### config.mk
export PLATFORM = sky130hd
export DESIGN_NAME = residual_row_pipe
export DESIGN_NICKNAME = d
export VERILOG_FILES = /design/src/rtl/residual_row_pipe.sv
export SDC_FILE = /design/constraint.sdc
export NUM_CORES = 1
export LEC_CHECK = 0
export ABC_AREA = 1
export CAP_MARGIN = 20
export CORE_ASPECT_RATIO = 0.7
export CORE_MARGIN = 10
export CORE_UTILIZATION = 48
export DETAILED_ROUTE_END_ITERATION = 16
export HOLD_SLACK_MARGIN = 0.1
export PLACE_DENSITY = 0.79
export SYNTH_ARGS = -nofsm -noshare
export SYNTH_HDL_FRONTEND = slang
export SYNTH_SLANG_ARGS = --single-unit
### constraint.sdc
create_clock -name clk -period 8.9 [get_ports clk]
set_clock_uncertainty 0.05 [all_clocks]
set_input_delay 2.67 -clock clk [delete_from_list [all_inputs] [get_ports clk]]
set_output_delay 2.67 -clock clk [all_outputs]
set_load 0.01 [all_outputs]
### src/rtl/residual_row_pipe.sv
`default_nettype none
// ============================================================================
//  Module   : residual_row_pipe
//  Purpose  : Per-lane signed/absolute residuals for one row per beat, held in
//             a 2-entry elastic buffer, with row tagging and a per-block SAD.
//  Revision : 1.0  initial release
// ============================================================================
module residual_row_pipe #(
    parameter  int LANES     = 8,
    parameter  int BIT_DEPTH = 8,
    parameter  int ROWS      = 8,
    localparam int c_rw      = (ROWS > 2) ? $clog2(ROWS) : 1,
    localparam int c_sw      = BIT_DEPTH + $clog2(LANES * ROWS)
) (
    input  logic                             clk,
    input  logic                             rst_n,
    input  logic                             in_valid,
    output logic                             in_ready,
    input  logic [LANES*BIT_DEPTH-1:0]       org,
    input  logic [LANES*BIT_DEPTH-1:0]       cur,
    input  logic                             mode,
    output logic                             out_valid,
    input  logic                             out_ready,
    output logic [LANES*(BIT_DEPTH+1)-1:0]   diff,
    output logic [c_rw-1:0]                  out_row,
    output logic                             out_last,
    output logic                             sad_valid,
    output logic [c_sw-1:0]                  sad
);

    localparam int              c_dw       = LANES * (BIT_DEPTH + 1);
    localparam int              c_pad      = c_sw - BIT_DEPTH;
    localparam logic [c_rw-1:0] c_last_row = c_rw'(ROWS - 1);

    logic [c_dw-1:0]      w_in_diff;
    logic [BIT_DEPTH-1:0] w_lane_abs [LANES];
    logic [c_sw-1:0]      w_in_sum;

    for (genvar gi = 0; gi < LANES; gi++) begin : g_lane
        logic [BIT_DEPTH:0] w_d;
        logic [BIT_DEPTH:0] w_neg;
        // Zero-extending both operands keeps the difference exact in one extra bit.
        assign w_d   = {1'b0, org[gi*BIT_DEPTH +: BIT_DEPTH]} - {1'b0, cur[gi*BIT_DEPTH +: BIT_DEPTH]};
        assign w_neg = -w_d;
        assign w_lane_abs[gi] = w_d[BIT_DEPTH] ? w_neg[BIT_DEPTH-1:0] : w_d[BIT_DEPTH-1:0];
        assign w_in_diff[gi*(BIT_DEPTH+1) +: BIT_DEPTH+1] = mode ? {1'b0, w_lane_abs[gi]} : w_d;
    end

    always_comb begin
        w_in_sum = '0;
        for (int i = 0; i < LANES; i++) begin
            w_in_sum = w_in_sum + {{c_pad{1'b0}}, w_lane_abs[i]};
        end
    end

    logic            r_out_valid_q, w_out_valid_d;
    logic [c_dw-1:0] r_out_diff_q,  w_out_diff_d;
    logic [c_rw-1:0] r_out_row_q,   w_out_row_d;
    logic [c_sw-1:0] r_out_sum_q,   w_out_sum_d;
    logic            r_skid_valid_q, w_skid_valid_d;
    logic [c_dw-1:0] r_skid_diff_q,  w_skid_diff_d;
    logic [c_rw-1:0] r_skid_row_q,   w_skid_row_d;
    logic [c_sw-1:0] r_skid_sum_q,   w_skid_sum_d;
    logic [c_rw-1:0] r_in_row_q,    w_in_row_d;
    logic [c_sw-1:0] r_acc_q,       w_acc_d;
    logic [c_sw-1:0] r_sad_q,       w_sad_d;
    logic            r_sad_valid_q, w_sad_valid_d;

    logic w_in_fire;
    logic w_out_fire;
    logic w_out_last;

    assign w_in_fire  = in_valid && !r_skid_valid_q;
    assign w_out_fire = r_out_valid_q && out_ready;
    assign w_out_last = (r_out_row_q == c_last_row);

    always_comb begin
        w_out_valid_d  = r_out_valid_q;
        w_out_diff_d   = r_out_diff_q;
        w_out_row_d    = r_out_row_q;
        w_out_sum_d    = r_out_sum_q;
        w_skid_valid_d = r_skid_valid_q;
        w_skid_diff_d  = r_skid_diff_q;
        w_skid_row_d   = r_skid_row_q;
        w_skid_sum_d   = r_skid_sum_q;
        w_in_row_d     = r_in_row_q;
        w_acc_d        = r_acc_q;
        w_sad_d        = r_sad_q;
        w_sad_valid_d  = 1'b0;

        if (w_in_fire) begin
            w_in_row_d = (r_in_row_q == c_last_row) ? '0 : r_in_row_q + c_rw'(1);
        end

        // The skid can only hold data while the output register is full, so it
        // always has priority over a new beat when the output slot frees up.
        if (!r_out_valid_q || w_out_fire) begin
            if (r_skid_valid_q) begin
                w_out_valid_d  = 1'b1;
                w_out_diff_d   = r_skid_diff_q;
                w_out_row_d    = r_skid_row_q;
                w_out_sum_d    = r_skid_sum_q;
                w_skid_valid_d = 1'b0;
            end else if (w_in_fire) begin
                w_out_valid_d  = 1'b1;
                w_out_diff_d   = w_in_diff;
                w_out_row_d    = r_in_row_q;
                w_out_sum_d    = w_in_sum;
            end else begin
                w_out_valid_d  = 1'b0;
            end
        end else if (w_in_fire) begin
            w_skid_valid_d = 1'b1;
            w_skid_diff_d  = w_in_diff;
            w_skid_row_d   = r_in_row_q;
            w_skid_sum_d   = w_in_sum;
        end

        if (w_out_fire) begin
            if (w_out_last) begin
                w_sad_d       = r_acc_q + r_out_sum_q;
                w_sad_valid_d = 1'b1;
                w_acc_d       = '0;
            end else begin
                w_acc_d       = r_acc_q + r_out_sum_q;
            end
        end
    end

    always_ff @(posedge clk) begin
        if (!rst_n) begin
            r_out_valid_q  <= 1'b0;
            r_out_diff_q   <= '0;
            r_out_row_q    <= '0;
            r_out_sum_q    <= '0;
            r_skid_valid_q <= 1'b0;
            r_skid_diff_q  <= '0;
            r_skid_row_q   <= '0;
            r_skid_sum_q   <= '0;
            r_in_row_q     <= '0;
            r_acc_q        <= '0;
            r_sad_q        <= '0;
            r_sad_valid_q  <= 1'b0;
        end else begin
            r_out_valid_q  <= w_out_valid_d;
            r_out_diff_q   <= w_out_diff_d;
            r_out_row_q    <= w_out_row_d;
            r_out_sum_q    <= w_out_sum_d;
            r_skid_valid_q <= w_skid_valid_d;
            r_skid_diff_q  <= w_skid_diff_d;
            r_skid_row_q   <= w_skid_row_d;
            r_skid_sum_q   <= w_skid_sum_d;
            r_in_row_q     <= w_in_row_d;
            r_acc_q        <= w_acc_d;
            r_sad_q        <= w_sad_d;
            r_sad_valid_q  <= w_sad_valid_d;
        end
    end

    assign in_ready  = !r_skid_valid_q;
    assign out_valid = r_out_valid_q;
    assign diff      = r_out_diff_q;
    assign out_row   = r_out_row_q;
    assign out_last  = w_out_last;
    assign sad_valid = r_sad_valid_q;
    assign sad       = r_sad_q;

endmodule
`default_nettype wire

==> run_results.csv <==
group,metric,value,unit
run_status,status,"finished clean",
timing,tightest_slew,1.08,ns
floorplan,die_w,235,um
yosys,netlist_area,15500,um^2
route,vias,15700,
yosys,synth_warnings,0,
timing,slew_viol_final,0,
worst_setup_path,r2r_start,"r_skid_valid_q",
yosys,synth_ff_type,"dfxtp_1",
final_layout,area_growth_syn_to_layout,20.8,%
timing,max_freq,0.121,GHz
pwr,max-vdd-ir-drop,0.641,mV
worst_setup_path,r2r_cells,9,
yosys,postSynthCellCount,2404,
global_routing,grt_overflow,0,
worst_setup_path,r2r_setup_slack,5.52,ns
clock_network,h-tree-depth,1,
route,post_drt_via_cell_ratio,5.19,
floorplan,die_h,171,um
route,wl_per_cell,15.2,um
timing,relSlewSlack,27.9,%
clock_network,post_cts_buffers,0,
floorplan,dieArea,40100,um^2
final_layout,final_core_util,58.4,%
worst_setup_path,worst-setup-path-type,"in -> reg",
worst_setup_path,crit_buf_inv,7,
worst_setup_path,crit_slowest_cell,"fa_1",
global_routing,grt_usage,22.1,%
worst_setup_path,crit_path_end,"r_out_sum_q[10]",
floorplan,core_area,32100,um^2
worst_hold_path,min_from,"diff[70]",
route,drt-total-wl,45900,um
yosys,synthesis.nets,2689,
clock_network,clk_pin_slew,0.06,ns
worst_setup_path,worstSetupStartpointType,"primary input",
route,dr.first_iter.drc_count,1117,
global_routing,grt_pass1_wl,75000,um
worst_setup_path,cp.arrival,8.56,ns
clock_network,cts_root_buf,"clkbuf_16",
final_layout,final_layout_size_suffix_gt1_share,4.14,%
final_layout,fin_cells,3015,
yosys,ys_seq_elements,206,
clock_network,cts.path.max_buffers,3,
yosys,synth-seq-area-share,26.5,%
timing,fin_tns_setup,0,ns
timing,period_minus_slack,8.25,ns
route,ant_nets,0,
worst_setup_path,r2r_end,"diff[26]",
floorplan,io_pins,226,
worst_hold_path,hold_class,"reg -> reg",
final_layout,layout.nets,2855,
timing,rsz0062_at_grt,"false",
worst_setup_path,cp_top_family,"adder cells",
yosys,synthArstFlopShare,0,%
worst_setup_path,crit_top_cell,"fa_1",
pwr,power_density,306,nW/um^2
worst_setup_path,startpoint,"org[48]",
global_routing,first_global_vias,14800,
clock_network,cts_buffers,23,
floorplan,initial_core_util,48.4,%
clock_network,cts_hold_buf,0,
clock_network,cts_tree,"built",
clock_network,clk_latency,0.52,ns
worst_setup_path,crit_cells,29,
worst_setup_path,cp_slowest_stage_delay,0.55,ns
timing,setup_violations,0,
yosys,synth_edf_count,0,
place,dp_cells,2972,
timing,hold_viol,0,
floorplan,rows,55,
timing,finalCritPeriodShare,92.7,%
global_routing,antenna_found_initial,0,
job,max_cap_viol_count,0,
pwr,power_leakage,9.45,nW
place,gp_congestion,0.914,
worst_setup_path,cp.required,9.22,ns
yosys,yosysUniqueCellTypes,46,
worst_setup_path,endpoint_kind,"register",
place,dp_hpwl,34800,um
clock_network,cts_resized,0,
yosys,avgSynthCellArea,6.47,um^2
global_routing,grt_max_degree,113,
route,dr.pass1.iters,7,
clock_network,cts.sinks,206,
route,drc_errors,0,
final_layout,n_fill_cell,2978,
worst_setup_path,crit_path_max_fanout,12,
place,port_buffers,225,
## layout by cell type (no fill, tap or decap), types with 9 or more instances in the layout
cell type | netlist | final
inv_2 | 18 | 15
nand2_1 | 631 | 631
ha_1 | 96 | 96
inv_1 | 369 | 369
buf_4 | 3 | 11
clkbuf_16 | 0 | 23
o211ai_1 | 14 | 14
a31oi_1 | 21 | 21
nor2_1 | 192 | 192
nand3_1 | 145 | 145
o21ai_0 | 166 | 166
clkdlybuf4s50_1 | 0 | 223
xor2_1 | 17 | 17
nand2_2 | 9 | 9
fa_1 | 56 | 56
o21ai_1 | 34 | 34
nand4_1 | 19 | 19
nand3b_1 | 14 | 14
a21oi_1 | 231 | 231
dfxtp_1 | 206 | 205
o21a_1 | 17 | 17
## worst min-delay path by stage
stage                     cells after the start  slack, ns          to
after global placement                        2       0.41     diff[4]
after detailed placement                      2       0.41     diff[2]
final                                         2       0.41    diff[70]
after global routing                          2       0.43     diff[2]
after floorplan                               2       0.40  out_row[0]
after CTS                                     2       0.42    diff[70]
## Yosys cell counts (all sizes together), types with 19 or more instances
| cell | instances | area, um^2 |
|---|---|---|
| nand4 | 19 | 119 |
| ha | 96 | 1200 |
| nand2 | 641 | 2440 |
| fa | 56 | 1120 |
| dfxtp | 206 | 4120 |
| inv | 387 | 1450 |
| clkbuf | 64 | 244 |
| buf | 31 | 166 |
| nand3 | 147 | 746 |
| a21oi | 236 | 1210 |
| a31oi | 21 | 131 |
| nor2 | 199 | 774 |
| o21ai | 204 | 1040 |
## per-layer routing
layer / vias up / share of wire (%) / GRT usage [%]
met4: 0 / 1.6 / 4.25
met1: 7131 / 47 / 30.1
met5: - / 0 / 0
met3: 51 / 6.7 / 3.70
met2: 480 / 45 / 36.6
li1: 7990 / - / -
## final cells by class
type | instances | area [um^2] | share of cell area (%)
Multi-Input combinational cell | 1715 | 9560 | 50.9
Sequential cell | 206 | 4130 | 22.0
Timing Repair Buffer | 236 | 2320 | 12.4
Inverter | 388 | 1460 | 7.79
Clock buffer | 29 | 638 | 3.40
Tap cell | 427 | 534 | 2.84
Clock inverter | 13 | 136 | 0.726
Antenna cell | 1 | 2.50 | 0.0133
## kinds of logic after synthesis
group / count (synthesis) / synth area share [%]
xor+xnor: 23 / 1.30
buf+inv: 483 / 12.0
flops: 206 / 26.5
simple gates: 1029 / 27.3
fa+ha+maj: 152 / 14.9
compound gates: 511 / 17.9
## registers in the layout (all words and copies together) (netlist names)
name,flops
r_out_sum_q,11
out_row,3
r_skid_valid_q,1
r_skid_diff_q,72
r_skid_sum_q,11
r_in_row_q,3
sad_valid,1
out_valid,1
r_acc_q,14
sad,14
r_skid_row_q,3
diff,72
## worst min-delay path, delay by kind of cell, from the launching register on
| kind | cells | cell delay [ns] |
|---|---|---|
| compound gates | 1 | 0.05 |
| simple gates | 1 | 0.06 |
| flops | 1 | 0.31 |
## per-stage QoR
| step | hold WS, ns | instance area, um^2 | worst slack, ns | total power [mW] |
|---|---|---|---|---|
| floorplan | 0.397 | 15500 | 1.19 | 3.82 |
| global placement | 0.405 | 18000 | 0.356 | 4.66 |
| detailed placement | 0.408 | 18000 | 0.179 | 4.73 |
| CTS | 0.416 | 18800 | 0.706 | 5.76 |
| global route | 0.432 | 18800 | 0.298 | 6.43 |
| finish | 0.413 | 18800 | 0.651 | 5.76 |
## where the power goes
part,internal [mW],switching [mW]
clock network,0.571,0.412
logic,1.44,2.28
registers,1.01,0.0460
Note: power is estimated with default switching activity, not from simulation.
